$ cat config.mk
export PLATFORM = sky130hd
export DESIGN_NAME = gshare_predictor
export DESIGN_NICKNAME = d
export VERILOG_FILES = /design/src/rtl/gshare_predictor_pkg.sv /design/src/rtl/gshare_predictor_sat_counter.sv /design/src/rtl/gshare_predictor.sv
export SDC_FILE = /design/constraint.sdc
export NUM_CORES = 1
export LEC_CHECK = 0
export ABC_AREA = 1
export CAP_MARGIN = 20
export CORE_ASPECT_RATIO = 0.8
export CORE_MARGIN = 2
export CORE_UTILIZATION = 65
export CTS_BUF_LIST = sky130_fd_sc_hd__clkbuf_8
export DETAILED_ROUTE_END_ITERATION = 16
export HOLD_SLACK_MARGIN = 0.08
export PLACE_DENSITY = 0.88
export REMOVE_ABC_BUFFERS = 1
export SLEW_MARGIN = 20
export SYNTH_ARGS = -nofsm -noshare
export SYNTH_HDL_FRONTEND = slang
export SYNTH_HIERARCHICAL = 1
export SYNTH_SLANG_ARGS = --single-unit
$ cat constraint.sdc
create_clock -name clk -period 3.3 [get_ports clk]
set_input_delay 0.495 -clock clk [delete_from_list [all_inputs] [get_ports clk]]
set_output_delay 0.495 -clock clk [all_outputs]
set_load 0.01 [all_outputs]
$ cat src/rtl/gshare_predictor_pkg.sv
// Shared helpers for the gshare predictor: counter reset value, saturating
// arithmetic and the PC/history index hash, all on 32-bit carriers.
package predictor_pkg;

    localparam int unsigned MAX_W = 32;

    // Weakly not-taken: one below the taken threshold.
    function automatic logic [MAX_W-1:0] ctr_init(input int unsigned w);
        return (32'h1 << (w - 1)) - 32'h1;
    endfunction

    function automatic logic [MAX_W-1:0] ctr_max(input int unsigned w);
        return (w >= MAX_W) ? 32'hFFFF_FFFF : ((32'h1 << w) - 32'h1);
    endfunction

    function automatic logic [MAX_W-1:0] sat_inc(input logic [MAX_W-1:0] v,
                                                 input int unsigned w);
        return (v == ctr_max(w)) ? v : v + 32'h1;
    endfunction

    function automatic logic [MAX_W-1:0] sat_dec(input logic [MAX_W-1:0] v);
        return (v == '0) ? v : v - 32'h1;
    endfunction

    function automatic logic [MAX_W-1:0] index_hash(input logic [MAX_W-1:0] pc_field,
                                                    input logic [MAX_W-1:0] hist);
        return pc_field ^ hist;
    endfunction

endpackage

$ cat src/rtl/gshare_predictor_sat_counter.sv
// Generic W-bit saturating up/down counter with asynchronous reset to INIT_VAL.
module sat_counter
    import predictor_pkg::*;
#(
    parameter int unsigned W        = 2,
    parameter int unsigned INIT_VAL = 1
) (
    input  logic         clk,
    input  logic         rst,
    input  logic         inc,
    input  logic         dec,
    output logic [W-1:0] count
);

    localparam logic [MAX_W-1:0] INIT_WIDE = INIT_VAL;

    logic [W-1:0]     cnt_q;
    logic [W-1:0]     cnt_d;
    logic [MAX_W-1:0] cnt_wide;
    logic [MAX_W-1:0] nxt_wide;
    logic             unused_nxt_bits;

    // Simultaneous inc and dec cancel out.
    always_comb begin
        cnt_wide = MAX_W'(cnt_q);
        nxt_wide = cnt_wide;
        if (inc && !dec) begin
            nxt_wide = sat_inc(cnt_wide, W);
        end else if (dec && !inc) begin
            nxt_wide = sat_dec(cnt_wide);
        end
        cnt_d = nxt_wide[W-1:0];
    end

    assign unused_nxt_bits = ^nxt_wide;

    always_ff @(posedge clk or posedge rst) begin
        if (rst) begin
            cnt_q <= INIT_WIDE[W-1:0];
        end else begin
            cnt_q <= cnt_d;
        end
    end

    assign count = cnt_q;

endmodule

$ cat src/rtl/gshare_predictor.sv
// gshare branch direction predictor: PC xor global history indexes a table of
// saturating counters; one registered lookup and one resolved update per cycle.
module gshare_predictor
    import predictor_pkg::*;
#(
    parameter int unsigned PC_W    = 32,
    parameter int unsigned INDEX_W = 6,
    parameter int unsigned CTR_W   = 2,
    parameter int unsigned HIST_W  = 6,
    parameter int unsigned STAT_W  = 16
) (
    input  logic               clk,
    input  logic               rst,
    input  logic               req_valid,
    input  logic [PC_W-1:0]    req_pc,
    output logic               pred_valid,
    output logic               pred_taken,
    output logic [INDEX_W-1:0] pred_index,
    input  logic               upd_valid,
    input  logic [INDEX_W-1:0] upd_index,
    input  logic               upd_taken,
    input  logic               upd_pred_taken,
    output logic [STAT_W-1:0]  stat_lookups,
    output logic [STAT_W-1:0]  stat_mispredicts
);

    localparam int unsigned DEPTH = 1 << INDEX_W;

    logic [CTR_W-1:0]   ctr_val [DEPTH];
    logic [INDEX_W-1:0] hist_ext;
    logic [MAX_W-1:0]   hash_wide;
    logic [INDEX_W-1:0] lookup_index;
    logic [CTR_W-1:0]   lookup_ctr;

    logic               pred_valid_q, pred_valid_d;
    logic               pred_taken_q, pred_taken_d;
    logic [INDEX_W-1:0] pred_index_q, pred_index_d;
    logic               unused_bits;

    // History only advances at resolve, so wrong-path lookups never pollute it.
    generate
        if (HIST_W > 0) begin : g_hist
            logic [HIST_W-1:0] ghr_q;
            logic [HIST_W-1:0] ghr_d;
            logic [HIST_W:0]   ghr_shifted;

            always_comb begin
                ghr_shifted = {ghr_q, upd_taken};
                ghr_d       = ghr_q;
                if (upd_valid) begin
                    ghr_d = ghr_shifted[HIST_W-1:0];
                end
            end

            always_ff @(posedge clk or posedge rst) begin
                if (rst) begin
                    ghr_q <= '0;
                end else begin
                    ghr_q <= ghr_d;
                end
            end

            assign hist_ext = INDEX_W'(ghr_q);
        end else begin : g_no_hist
            assign hist_ext = '0;
        end
    endgenerate

    // Counter table; reads below see pre-edge values, giving read-before-write.
    generate
        for (genvar gi = 0; gi < DEPTH; gi++) begin : g_table
            logic upd_hit;
            assign upd_hit = upd_valid && (upd_index == INDEX_W'(gi));

            sat_counter #(
                .W        (CTR_W),
                .INIT_VAL (ctr_init(CTR_W))
            ) u_ctr (
                .clk   (clk),
                .rst   (rst),
                .inc   (upd_hit && upd_taken),
                .dec   (upd_hit && !upd_taken),
                .count (ctr_val[gi])
            );
        end
    endgenerate

    always_comb begin
        hash_wide    = index_hash(MAX_W'(req_pc[INDEX_W+1:2]), MAX_W'(hist_ext));
        lookup_index = hash_wide[INDEX_W-1:0];
        lookup_ctr   = ctr_val[lookup_index];

        pred_valid_d = req_valid;
        pred_taken_d = pred_taken_q;
        pred_index_d = pred_index_q;
        if (req_valid) begin
            pred_taken_d = lookup_ctr[CTR_W-1];
            pred_index_d = lookup_index;
        end
    end

    always_ff @(posedge clk or posedge rst) begin
        if (rst) begin
            pred_valid_q <= 1'b0;
            pred_taken_q <= 1'b0;
            pred_index_q <= '0;
        end else begin
            pred_valid_q <= pred_valid_d;
            pred_taken_q <= pred_taken_d;
            pred_index_q <= pred_index_d;
        end
    end

    assign pred_valid = pred_valid_q;
    assign pred_taken = pred_taken_q;
    assign pred_index = pred_index_q;

    sat_counter #(
        .W        (STAT_W),
        .INIT_VAL (0)
    ) u_stat_lookups (
        .clk   (clk),
        .rst   (rst),
        .inc   (req_valid),
        .dec   (1'b0),
        .count (stat_lookups)
    );

    sat_counter #(
        .W        (STAT_W),
        .INIT_VAL (0)
    ) u_stat_mispredicts (
        .clk   (clk),
        .rst   (rst),
        .inc   (upd_valid && (upd_taken != upd_pred_taken)),
        .dec   (1'b0),
        .count (stat_mispredicts)
    );

    assign unused_bits = ^{req_pc[PC_W-1:INDEX_W+2], req_pc[1:0], hash_wide, lookup_ctr};

endmodule

# Word-level counts from Yosys, hierarchy flattened
# Index checks and enable logic that the tools add are counted.
[totals]
inputBits = 44
wordCells = 1367
ff_bits = 174
out_inout_bits = 40
[classes]
eq_ne = 258
n_bitwise = 4
n_lt_le_gt_ge = 1
add_sub_neg = 130
mux = 259
reduce_logical = 645
[ops]
columns = ["op", "count"]
rows = [
  ["2-bit two-way mux", 258],
  ["1-bit logical AND", 321],
  ["6-bit == test (second input constant)", 32],
  ["3-bit AND reduction", 64],
  ["1-bit logical NOT", 129],
  ["2-bit by 1-bit adder with 2-bit output (second input constant)", 64],
  ["2-bit == test (second input constant)", 64],
  ["2-bit logical NOT", 64],
  ["2-bit by 1-bit != test with 1-bit output (second input constant)", 64],
  ["2-bit != test (second input constant)", 64],
  ["2-bit nonzero test", 64],
  ["2-bit by 1-bit subtractor with 2-bit output (second input constant)", 64],
  ["6-bit by 5-bit == test with 1-bit output (second input constant)", 16],
  ["6-bit by 4-bit == test with 1-bit output (second input constant)", 8],
  ["16-bit by 1-bit adder with 16-bit output (second input constant)", 2],
  ["16-bit == test (second input constant)", 2],
  ["6-bit by 3-bit == test with 1-bit output (second input constant)", 4],
  ["2-bit binary-select mux with 6-bit select", 1],
  ["6-bit by 2-bit == test with 1-bit output (second input constant)", 2],
  ["7-bit >= comparator (second input constant)", 1],
  ["6-bit inverter with 7-bit output", 1],
  ["6-bit by 1-bit == test with 1-bit output (second input constant)", 1],
  ["6-bit logical NOT", 1],
  ["6-bit bitwise XOR", 1],
  ["3 further kinds", 5],
]

# Logic depth before layout (Yosys ltp)
# Gate-level depths: netlist of the first run.
[logic_depth]
word_depth = 7
mapped_depth = 17
mapped_depth_nobuf = 16

# Hierarchy
# The synthesis of the first run kept the hierarchy.
[by_module_without_submodules]
columns = ["mod", "area_each_um2", "instances", "cells_per_inst"]
rows = [
  ["sat_counter (g_table[0].u_ctr ...)", 112.6, 64, 15],
  ["gshare_predictor", 2373.5, 1, 474],
  ["sat_counter (u_stat_lookups)", 1685.4, 1, 272],
  ["sat_counter (u_stat_mispredicts)", 1667.8, 1, 272],
]

# Least setup slack after synthesis of the first run
# Ideal clock, no wire load.
[synth_path]
path_kind = "input to register"
startpoint = "in upd_taken"
endpoint = "reg u_stat_mispredicts.cnt_q[15], in the netlist u_stat_mispredicts/count[15]"
setup_ps = 118
path_slack_ps = 737
path_stages = 16
arrival_ps = 2445
t_required_ps = 3182
cell_sequence = "buf_1 -> xnor2_1 -> nor2_1 -> ha_1 -> inv_1 -> ha_1 -> nand2_1 -> inv_1 -> nand2_1 -> nand2_1 -> inv_1 -> nand2_1 -> nand2_1 -> nand3_1 -> nand3_1 -> nand2_1"
[synth_via]
elab_chain_cells = 3
[synth_rtl]
columns = ["element", "line", "text"]
rows = [
  ["from (decl)", "gshare_predictor.sv:21", "input logic upd_taken,"],
  ["1-bit != test", "gshare_predictor.sv:135", ".inc (upd_valid && (upd_taken != upd_pred_taken)),"],
  ["1-bit logical AND", "gshare_predictor.sv:135", ""],
  ["2-bit AND reduction (no source line)", "-", ""],
  ["to (signal assigned)", "gshare_predictor_sat_counter.sv:39", "cnt_q <= INIT_WIDE[W-1:0];"],
  ["to (signal assigned)", "gshare_predictor_sat_counter.sv:41", "cnt_q <= cnt_d;"],
  ["to (decl)", "gshare_predictor_sat_counter.sv:17", "logic [W-1:0] cnt_q;"],
]
# No other way between the ends.
# A chain may end at the register's enable or synchronous reset.

# Final worst setup path of the first run
[layout_path]
startpoint = "in upd_pred_taken"
endpoint = "reg u_stat_mispredicts.cnt_q[14], in the netlist u_stat_mispredicts/count[14]"
[layout_via]
elab_chain_cells = 3
[layout_rtl]
columns = ["element", "line", "text"]
rows = [
  ["from (decl)", "gshare_predictor.sv:22", "input logic upd_pred_taken,"],
  ["1-bit != test", "gshare_predictor.sv:135", ""],
  ["1-bit logical AND", "gshare_predictor.sv:135", ""],
  ["2-bit AND reduction (no source line)", "-", ""],
]
# No other way between the ends.

==> results of run 1 <==
[per-stage QoR]
step | cells | setup slack, ps
2_1_floorplan | 1947 | 937
3_3_place_gp | 2286 | 280
3_5_place_dp | 2286 | 256
4_1_cts | 2318 | 745
5_1_grt | 2318 | 508
6_report | 2318 | 665
[layer usage]
metal  global-route usage (%)  up-vias
met2                     51.7      453
li1                         -     6202
met3                     4.96       81
met1                     39.5     5701
met4                     11.8        0
met5                        0        -
[kinds of logic (layout without fill, tap and decap cells)]
logic type | count (synthesis) | count (layout) | synth area share (%)
AO/OA/AOI/OAI | 99 | 99 | 3.99
XOR/XNOR | 23 | 23 | 1.73
adder cells (fa/ha/maj) | 98 | 98 | 9.60
buffers and inverters | 309 | 384 | 9.55
flip-flops | 174 | 174 | 34.3
other | 1 | 2 | 0.0290
AND/OR/NAND/NOR | 1274 | 1274 | 40.8
[final cells by class]
cell class	count	area, um^2	share of cell area, %
well taps	264	330	2.32
clock inverters	14	213	1.49
clock buffers	18	248	1.74
repair buffers	75	708	4.97
inverters	277	1040	7.30
flip-flops and latches	174	4430	31.1
multi-input cells	1496	7270	51.0
[power groups by stage]
stage	Combinational [mW]	Sequential, mW	Clock [mW]
CTS	3.42	2.70	1.77
finish	3.47	2.70	1.74
global placement	3.32	2.73	0
detailed placement	3.39	2.73	0
floorplan	2.25	2.75	0
global route	3.90	2.74	1.85
[worst reg2reg max path, stage by stage (launching register included)]
cell,delay (ps)
dfrtp_1,430
xnor2_2,670
inv_1,350
nand3_1,230
nand3_1,90
nand3_1,140
nand3_1,80
nand3_1,80
[registers in the layout, indices dropped and copies added (netlist names)]
signal / flops
pred_index: 6
u_stat_mispredicts/count: 16
u_stat_lookups/count: 16
pred_taken: 1
g_hist.ghr_q: 6
pred_valid: 1
g_table.u_ctr/count: 128
[final timing paths]
| path | start | endpoint | slack (ps) | depth (start not counted) |
|---|---|---|---|---|
| max | upd_pred_taken | u_stat_mispredicts/count[14] | 660 | 14 |
| max reg2reg | g_hist.ghr_q[2] | pred_taken | 1170 | 7 |
| max in group asynchronous | rst | u_stat_lookups/count[14] | 2200 | 3 |
| min in group clk | g_table[6].u_ctr/count[0] | g_table[6].u_ctr/count[0] | 470 | 2 |
| min | rst | g_table[18].u_ctr/count[1] | 120 | 2 |
| min reg2reg | g_table[6].u_ctr/count[0] | g_table[6].u_ctr/count[0] | 470 | 2 |
[cell usage after synthesis (3+ instances only)]
master / n / area, um^2
nand2_1: 790 / 2970
buf_6: 6 / 67.6
inv_2: 5 / 18.8
a21oi_1: 12 / 60.1
clkbuf_1: 12 / 45.0
xnor2_1: 14 / 123
inv_1: 272 / 1020
buf_2: 6 / 30.0
o21ai_2: 4 / 35.0
dfrtp_1: 110 / 2750
xor2_1: 6 / 52.6
nor2_1: 226 / 848
dfstp_2: 64 / 1680
nand3b_1: 9 / 67.6
and2_1: 6 / 37.5
nor3_4: 3 / 48.8
nor2_2: 67 / 419
nand4_1: 8 / 50.1
nor3_1: 46 / 230
buf_1: 6 / 22.5
o21ai_0: 81 / 405
ha_1: 96 / 1200
nand3_1: 116 / 581
==> summary.txt, run 1 <==
Highest Signal Layer = met4
Setup crit end kind = flop
Post-DP HPWL = 23,000 um
# fillers = 1,610
Post-Syn Area per Cell = 6.54 um^2
clock share of power = 22.0%
Post-Route M1 WL = 13,600 um
Switching Power = 3.20 mW
initial antenna violation count = 0
most frequent cells in the layout = nand2_1 (790), inv_1 (272), nor2_1 (226)
sequential group share of total power = 34.1%
WL per Instance = 13.5 um
Ports = 84
Tmin final = 2640 ps
buffer and inverter count on the worst path = 3
Area Growth Syn to Fin = 10.1%
Remaining DRCs = 0
DRT iter0 DRCs = 1,076
cts hold-fix bufs = 0
final WL = 31,400 um
Finished Cell Area = 14,200 um^2
ys async rst share = 100%
Clock Latency Late Sink = 480 ps
Synth Register Bits = 174
Pre-Repair DR Iteration Count = 5
max-capacitance violation count = 0
final setup fails = 0
Resized Gates After CTS = 0
via count = 12.4k
Hold Violations, Final = 0
Routed met3 length = 2240 um
metal2 WL = 14,700 um
antenna cells = 0
RD Place Congestion = 0.926
clock sink count = 174
fin util = 72.3%
WHS = 118 ps
clock transition at the registers of the reported paths = 100 ps
CTS Buffer Depth = 2
predominant post-synthesis flop cell = dfrtp_1
post-place instance area = 13,800 um^2
gr usage total = 30.4%
die area = 21,000 um^2
first-pass GRT wire length = 51,500 um
largest net degree at the start of global routing = 66
crit path DAT = 3000 ps
Post-Route Setup TNS = 0 ps
Gate power share = 43.9%
most common cell after layout, fill and taps aside = nand2_1
post-route ant nets = 0
CP required = 3670 ps
DR vias/cell = 5.37
leak pwr = 6.89 nW
critical path class = in -> reg
RSZ-0062 raised after global routing = no
initial core utilization = 65.7%
Hold WC Path Type = in -> async
final cycle utilization of the critical path = 79.9%
CP startpoint kind = input pin
Final #Nets = 2,183
synth unique cells = 31
Most Frequent Cell on Critical Path = nand2_1
status = finished clean
Std-Cell Rows = 46
cells after synthesis = 1,978
share of layout cells above drive strength 1 = 9.79%
Die W = 162 um
Worst path max stage delay = 470 ps
worst path cell trace = clkdlybuf4s50_1, xnor2_1, nor2_1, ha_1, inv_1, ha_1, nand2_1, inv_1, nand2_1, nand3_1, nand2_1, nand3_1, nand3_1, nand2_1
global route overflow = 0
total number of yosys warnings = 6
peak supply drop = 0.562 mV
Worst-Margin Slew = 813 ps
postcts setup bufs = 0
fmax = 379 MHz
Cell Area, Synth = 12,900 um^2
cts bufs inserted = 17
Pwr per Cell Area = 555 nW/um^2
Max Slew Vio Count = 0
H-tree Lvls = 4
family with the most delay on the worst path = buffers and inverters
Setup Skew = 12.7 ps
vias in the first global route = 11.4k
Int Pwr = 4.71 mW
Seq/Total Area, Yosys = 34.3%
Slowest cell on crit path = clkdlybuf4s50_1
die height = 130 um
post-layout power = 7.91 mW
largest fanout on the critical path = 15
port bufs = 57
CTS tree = done
Sw Share = 40.4%
clock tree root driver cell = clkbuf_8
Post-synth EDFFs = 0
Max-slew headroom = 45.5%
Core ar. = 19,700 um^2
No activity file was read; power rests on OpenSTA's default activity.
==> run 2, diff against run 1 <==
- CORE_UTILIZATION: 65 -> 56
- PLACE_DENSITY: 0.88 -> 0.81
- clock period: 3.3 -> 2.38 ns (I/O delays scaled with it)
==> run 2 against run 1 <==
Net effect: clock skew down 2.3 ps; clock-buffer cell count down 1; setup slack got worse by 540 ps; largest power group unchanged; largest cell class unchanged; final cell count rose by 4.4%.
==> summary.txt, run 2 (synthesis gave the netlist of run 1 again) <==
status = finished clean
die height = 140 um
Pre-Repair DR Iteration Count = 5
CP startpoint kind = input pin
post-layout power = 11.2 mW
Max-slew headroom = 50.6%
Final #Nets = 2,244
H-tree Lvls = 4
Post-DP HPWL = 24,600 um
cell count of the worst reg-to-reg path = 10
DR vias/cell = 5.12
final cycle utilization of the critical path = 94.6%
CP required = 2770 ps
initial antenna violation count = 0
Die W = 174 um
fmax = 444 MHz
Max Slew Vio Count = 0
Area Growth Syn to Fin = 14.2%
Pwr per Cell Area = 758 nW/um^2
Worst path max stage delay = 510 ps
clock transition at the registers of the reported paths = 100 ps
most common cell after layout, fill and taps aside = nand2_1
post-place instance area = 14,400 um^2
clock sink count = 174
largest net degree at the start of global routing = 44
CTS tree = done
Most Frequent Cell on Critical Path = nand2_1
Setup Skew = 10.5 ps
cts bufs inserted = 17
peak supply drop = 0.687 mV
largest fanout on the critical path = 5
antenna cells = 0
Worst-Margin Slew = 736 ps
worst path cell trace = clkdlybuf4s50_1, ha_1, inv_1, buf_4, ha_1, nand2_1, nor2_1, nand2_1, nand3_1, nand2_1, nand2_1, nand2_1, nand3_1, nand2_1
Slowest cell on crit path = clkdlybuf4s50_1
Finished Cell Area = 14,800 um^2
post-route ant nets = 0
crit path from = req_valid
Core ar. = 22,600 um^2
clock tree root driver cell = clkbuf_8
Clock Latency Late Sink = 480 ps
DRT iter0 DRCs = 891
leak pwr = 7.17 nW
gr usage total = 27.6%
CP Capture Point = u_stat_lookups/count[14]
critical path class = in -> reg
RR Endpoint = u_stat_lookups/count[14]
final WL = 32,700 um
Setup crit end kind = flop
RSZ-0062 raised after global routing = no
Std-Cell Rows = 49
final setup fails = 0
Tmin final = 2250 ps
# fillers = 1,985
first-pass GRT wire length = 54,800 um
max FFs per register = 128
origin of the critical flop-to-flop path = u_stat_lookups/count[5]
crit path DAT = 2640 ps
Hold WC Path Type = in -> reg
share of layout cells above drive strength 1 = 12.4%
initial core utilization = 57.3%
via count = 12.4k
WL per Instance = 13.5 um
port bufs = 57
RD Place Congestion = 0.926
Worst R2R Setup Slack = 500 ps
Post-Route Setup TNS = 0 ps
vias in the first global route = 11.9k
most frequent cells in the layout = nand2_1 (790), inv_1 (272), nor2_1 (226)
max-capacitance violation count = 0
Remaining DRCs = 0
die area = 24,300 um^2
Hold Violations, Final = 0
global route overflow = 0
Ports = 84
CTS Buffer Depth = 2
[run 2: worst min path at each step]
stage / depth (start not counted) / endpoint / from / slack, ps
after floorplan: 1 / g_table[0].u_ctr/count[1] / rst / 100
after global placement: 2 / g_table[9].u_ctr/count[0] / g_table[9].u_ctr/count[0] / 450
after detailed placement: 2 / g_table[39].u_ctr/count[0] / g_table[39].u_ctr/count[0] / 460
after CTS: 4 / g_hist.ghr_q[0] / upd_taken / 450
after global routing: 4 / g_hist.ghr_q[0] / upd_taken / 450
final: 4 / g_hist.ghr_q[0] / upd_taken / 470
[run 2: report_power, final]
group          internal (mW)  switching [mW]
Clock                  0.866            1.24
Combinational           2.36            2.96
Sequential              3.29           0.496
[run 2: cell type report]
cell class / instances / area, um^2 / area share [%]
multi-input cells: 1496 / 7270 / 49.2
flip-flops and latches: 174 / 4430 / 30.0
repair buffers: 136 / 1260 / 8.50
inverters: 277 / 1040 / 7.04
well taps: 306 / 383 / 2.59
clock buffers: 17 / 234 / 1.58
clock inverters: 15 / 155 / 1.05
[run 2: per-layer routing]
metal | GRT usage, % | up-vias | wire length [um]
li1 | - | 6323 | -
met4 | 7.96 | 0 | 671
met1 | 38.0 | 5640 | 15000
met5 | 0 | - | 0
met2 | 44.6 | 383 | 14600
met3 | 5.46 | 54 | 2400
[run 2: what timing repair did]
item / in CTS / in global routing
endpoints found under the setup margin: 0 / 1
endpoints found under the hold margin: 52 / 0
buffers inserted: 0 / 0
hold buffers: 1 / 0
gates resized for setup: 0 / 1
[run 2: critical path: cells and delay by family]
family,cells,cell delay (ps)
buffers and inverters,3,800
adders and majority gates,2,500
and+or+nand+nor,9,970
[run 2: metrics by stage]
stage	instances	util [%]	setup WS [ps]	hold WS [ps]
4_1_cts	2421	65.5	200	447
5_1_grt	2421	65.5	22.6	454
2_1_floorplan	1947	-	155	97.5
6_report	2421	65.5	128	467
3_3_place_gp	2388	63.7	-280	454
3_5_place_dp	2388	63.7	-330	456
==> run 3, diff against run 2 <==
- CORE_UTILIZATION: 56 -> 41
- PLACE_DENSITY: 0.81 -> 0.63
==> run 3 against run 2 <==
Net effect: clock power increased by 5%; total power is 0.62% higher; core utilization fell by 17 points; sequential cell count unchanged; worst hold slack worse by 92 ps; sequential share of layout area down 0.51 points; final cell count grew 5.3%; first-iteration DRC count decreased by 22%.
==> summary.txt, run 3 (synthesis gave the netlist of run 1 again) <==
status = finished clean
Std-Cell Rows = 58
origin of the critical flop-to-flop path = g_hist.ghr_q[1]
Hold Violations, Final = 0
post-route setup slack = 200 ps
CP required = 2820 ps
CP startpoint kind = flop
postcts setup bufs = 0
post-layout power = 11.3 mW
Remaining DRCs = 0
gr usage total = 20.9%
via count = 12.2k
leak pwr = 7.26 nW
Worst R2R Setup Slack = 200 ps
Sw Share = 40.4%
Setup Skew = 15.5 ps
RD Place Congestion = 0.909
Core ar. = 31,300 um^2
port bufs = 57
initial core utilization = 41.4%
clock sink count = 174
most frequent cells in the layout = nand2_1 (790), inv_1 (274), nor2_1 (226)
Setup crit end kind = flop
Crit path depth = 7
final WL = 32,900 um
family with the most delay on the worst path = XOR/XNOR gates
Ports = 84
Hold WC Path Type = in -> async
Max Slew Vio Count = 0
RR Endpoint = pred_taken
max-capacitance violation count = 0
crit path from = g_hist.ghr_q[1]
post-route ant nets = 0
max FFs per register = 128
Pwr per Cell Area = 750 nW/um^2
Post-DP HPWL = 24,900 um
Worst path max stage delay = 870 ps
initial antenna violation count = 0
post-placement cell count = 2,517
first-pass GRT wire length = 55,000 um
share of layout cells above drive strength 1 = 12.9%
peak supply drop = 0.624 mV
clock transition at the registers of the reported paths = 100 ps
# fillers = 3,179
Die W = 203 um
WHS = 375 ps
clock share of power = 19.6%
die height = 163 um
pre-CTS worst setup slack = -285 ps
Switching Power = 4.55 mW
Worst-Margin Slew = 1060 ps
largest fanout on the critical path = 17
antenna cells = 0
Max-slew headroom = 29.0%
Clock Latency Late Sink = 500 ps
Final #Nets = 2,259
global route overflow = 0
worst path cell trace = xnor2_2, nand3_1, nand3_1, nand3_1, nand3_1, nand3_1, nand3_1
fin cells = 2,550
CTS Buffer Depth = 2
Tmin final = 2180 ps
Pre-Repair DR Iteration Count = 5
cts bufs inserted = 17
Slowest cell on crit path = xnor2_2
CTS tree = done
Gate power share = 47.0%
WL per Instance = 12.9 um
buffer and inverter count on the worst path = 0
final setup fails = 0
cell count of the worst reg-to-reg path = 7
vias in the first global route = 11.3k
DR vias/cell = 4.77
Int Pwr = 6.72 mW
most common cell after layout, fill and taps aside = nand2_1
Area Growth Syn to Fin = 16.2%
RSZ-0062 raised after global routing = no
sequential group share of total power = 33.4%
crit path DAT = 2620 ps
die area = 33,000 um^2
largest net degree at the start of global routing = 59
Most Frequent Cell on Critical Path = nand3_1
H-tree Lvls = 4
DRT iter0 DRCs = 692
final cycle utilization of the critical path = 91.6%
fmax = 459 MHz
clock tree root driver cell = clkbuf_8
CP Capture Point = pred_taken
critical path class = reg -> reg
Resized Gates After CTS = 0
fin util = 48.1%
-- run 3: cell types whose count changed in the layout (fill, tap and decap cells not counted), sizes merged --
cell	before	now
buf	80	95
bufinv	1	3
clkinv	6	3
clkinvlp	1	4
inv	284	282
-- run 3: per-layer routing --
layer	share of wire [%]	vias to the layer above	track usage, %
li1	-	6353	-
met1	50	5579	29.0
met2	45	201	34.1
met3	3.9	28	3.66
met4	1.2	0	4.25
met5	0	-	0
-- run 3: layout make-up --
| class | instances | area (um^2) | area share [%] |
|---|---|---|---|
| clock inverter | 15 | 173 | 1.15 |
| sequential | 174 | 4430 | 29.5 |
| timing repair buffer | 151 | 1360 | 9.02 |
| tap | 420 | 526 | 3.50 |
| clock buffer | 17 | 234 | 1.56 |
| multi-input combinational | 1496 | 7270 | 48.4 |
| inverter | 277 | 1040 | 6.92 |
-- run 3: stage by stage --
step | instance area (um^2) | setup TNS, ps
global placement | 14600 | -3900
detailed placement | 14600 | -5540
floorplan | 12700 | 0
global route | 15000 | 0
finish | 15000 | 0
CTS | 15000 | 0
-- run 3: power by group through the flow --
stage                     combinational [mW]  clock, mW  sequential, mW
after CTS                               5.32       2.30            3.77
after global routing                    6.04       2.42            3.84
after global placement                  5.22          0            3.82
after floorplan                         3.12          0            3.81
final                                   5.30       2.21            3.76
after detailed placement                5.29          0            3.82
-- run 3: how the worst min path moves through the flow --
| stage | endpoint | slack (ps) | cells past startpoint |
|---|---|---|---|
| detailed placement | g_table[24].u_ctr/count[1] | 360 | 2 |
| global route | g_table[24].u_ctr/count[1] | 360 | 3 |
| global placement | g_table[40].u_ctr/count[1] | 360 | 2 |
| finish | g_table[40].u_ctr/count[1] | 380 | 3 |
| CTS | g_table[24].u_ctr/count[1] | 340 | 3 |
| floorplan | g_table[0].u_ctr/count[1] | 100 | 1 |
-- run 3: timing repair --
action,4_1_cts,5_1_grt
hold endpoints to repair,25,0
hold buffers,1,0
endpoints found under the setup margin,0,0
-- run 3: worst register-to-register path: cells and delay by family (launching register included) --
kind | cells | cell delay (ps)
AND/OR/NAND/NOR | 6 | 800
flip-flops | 1 | 470
XOR/XNOR | 1 | 870
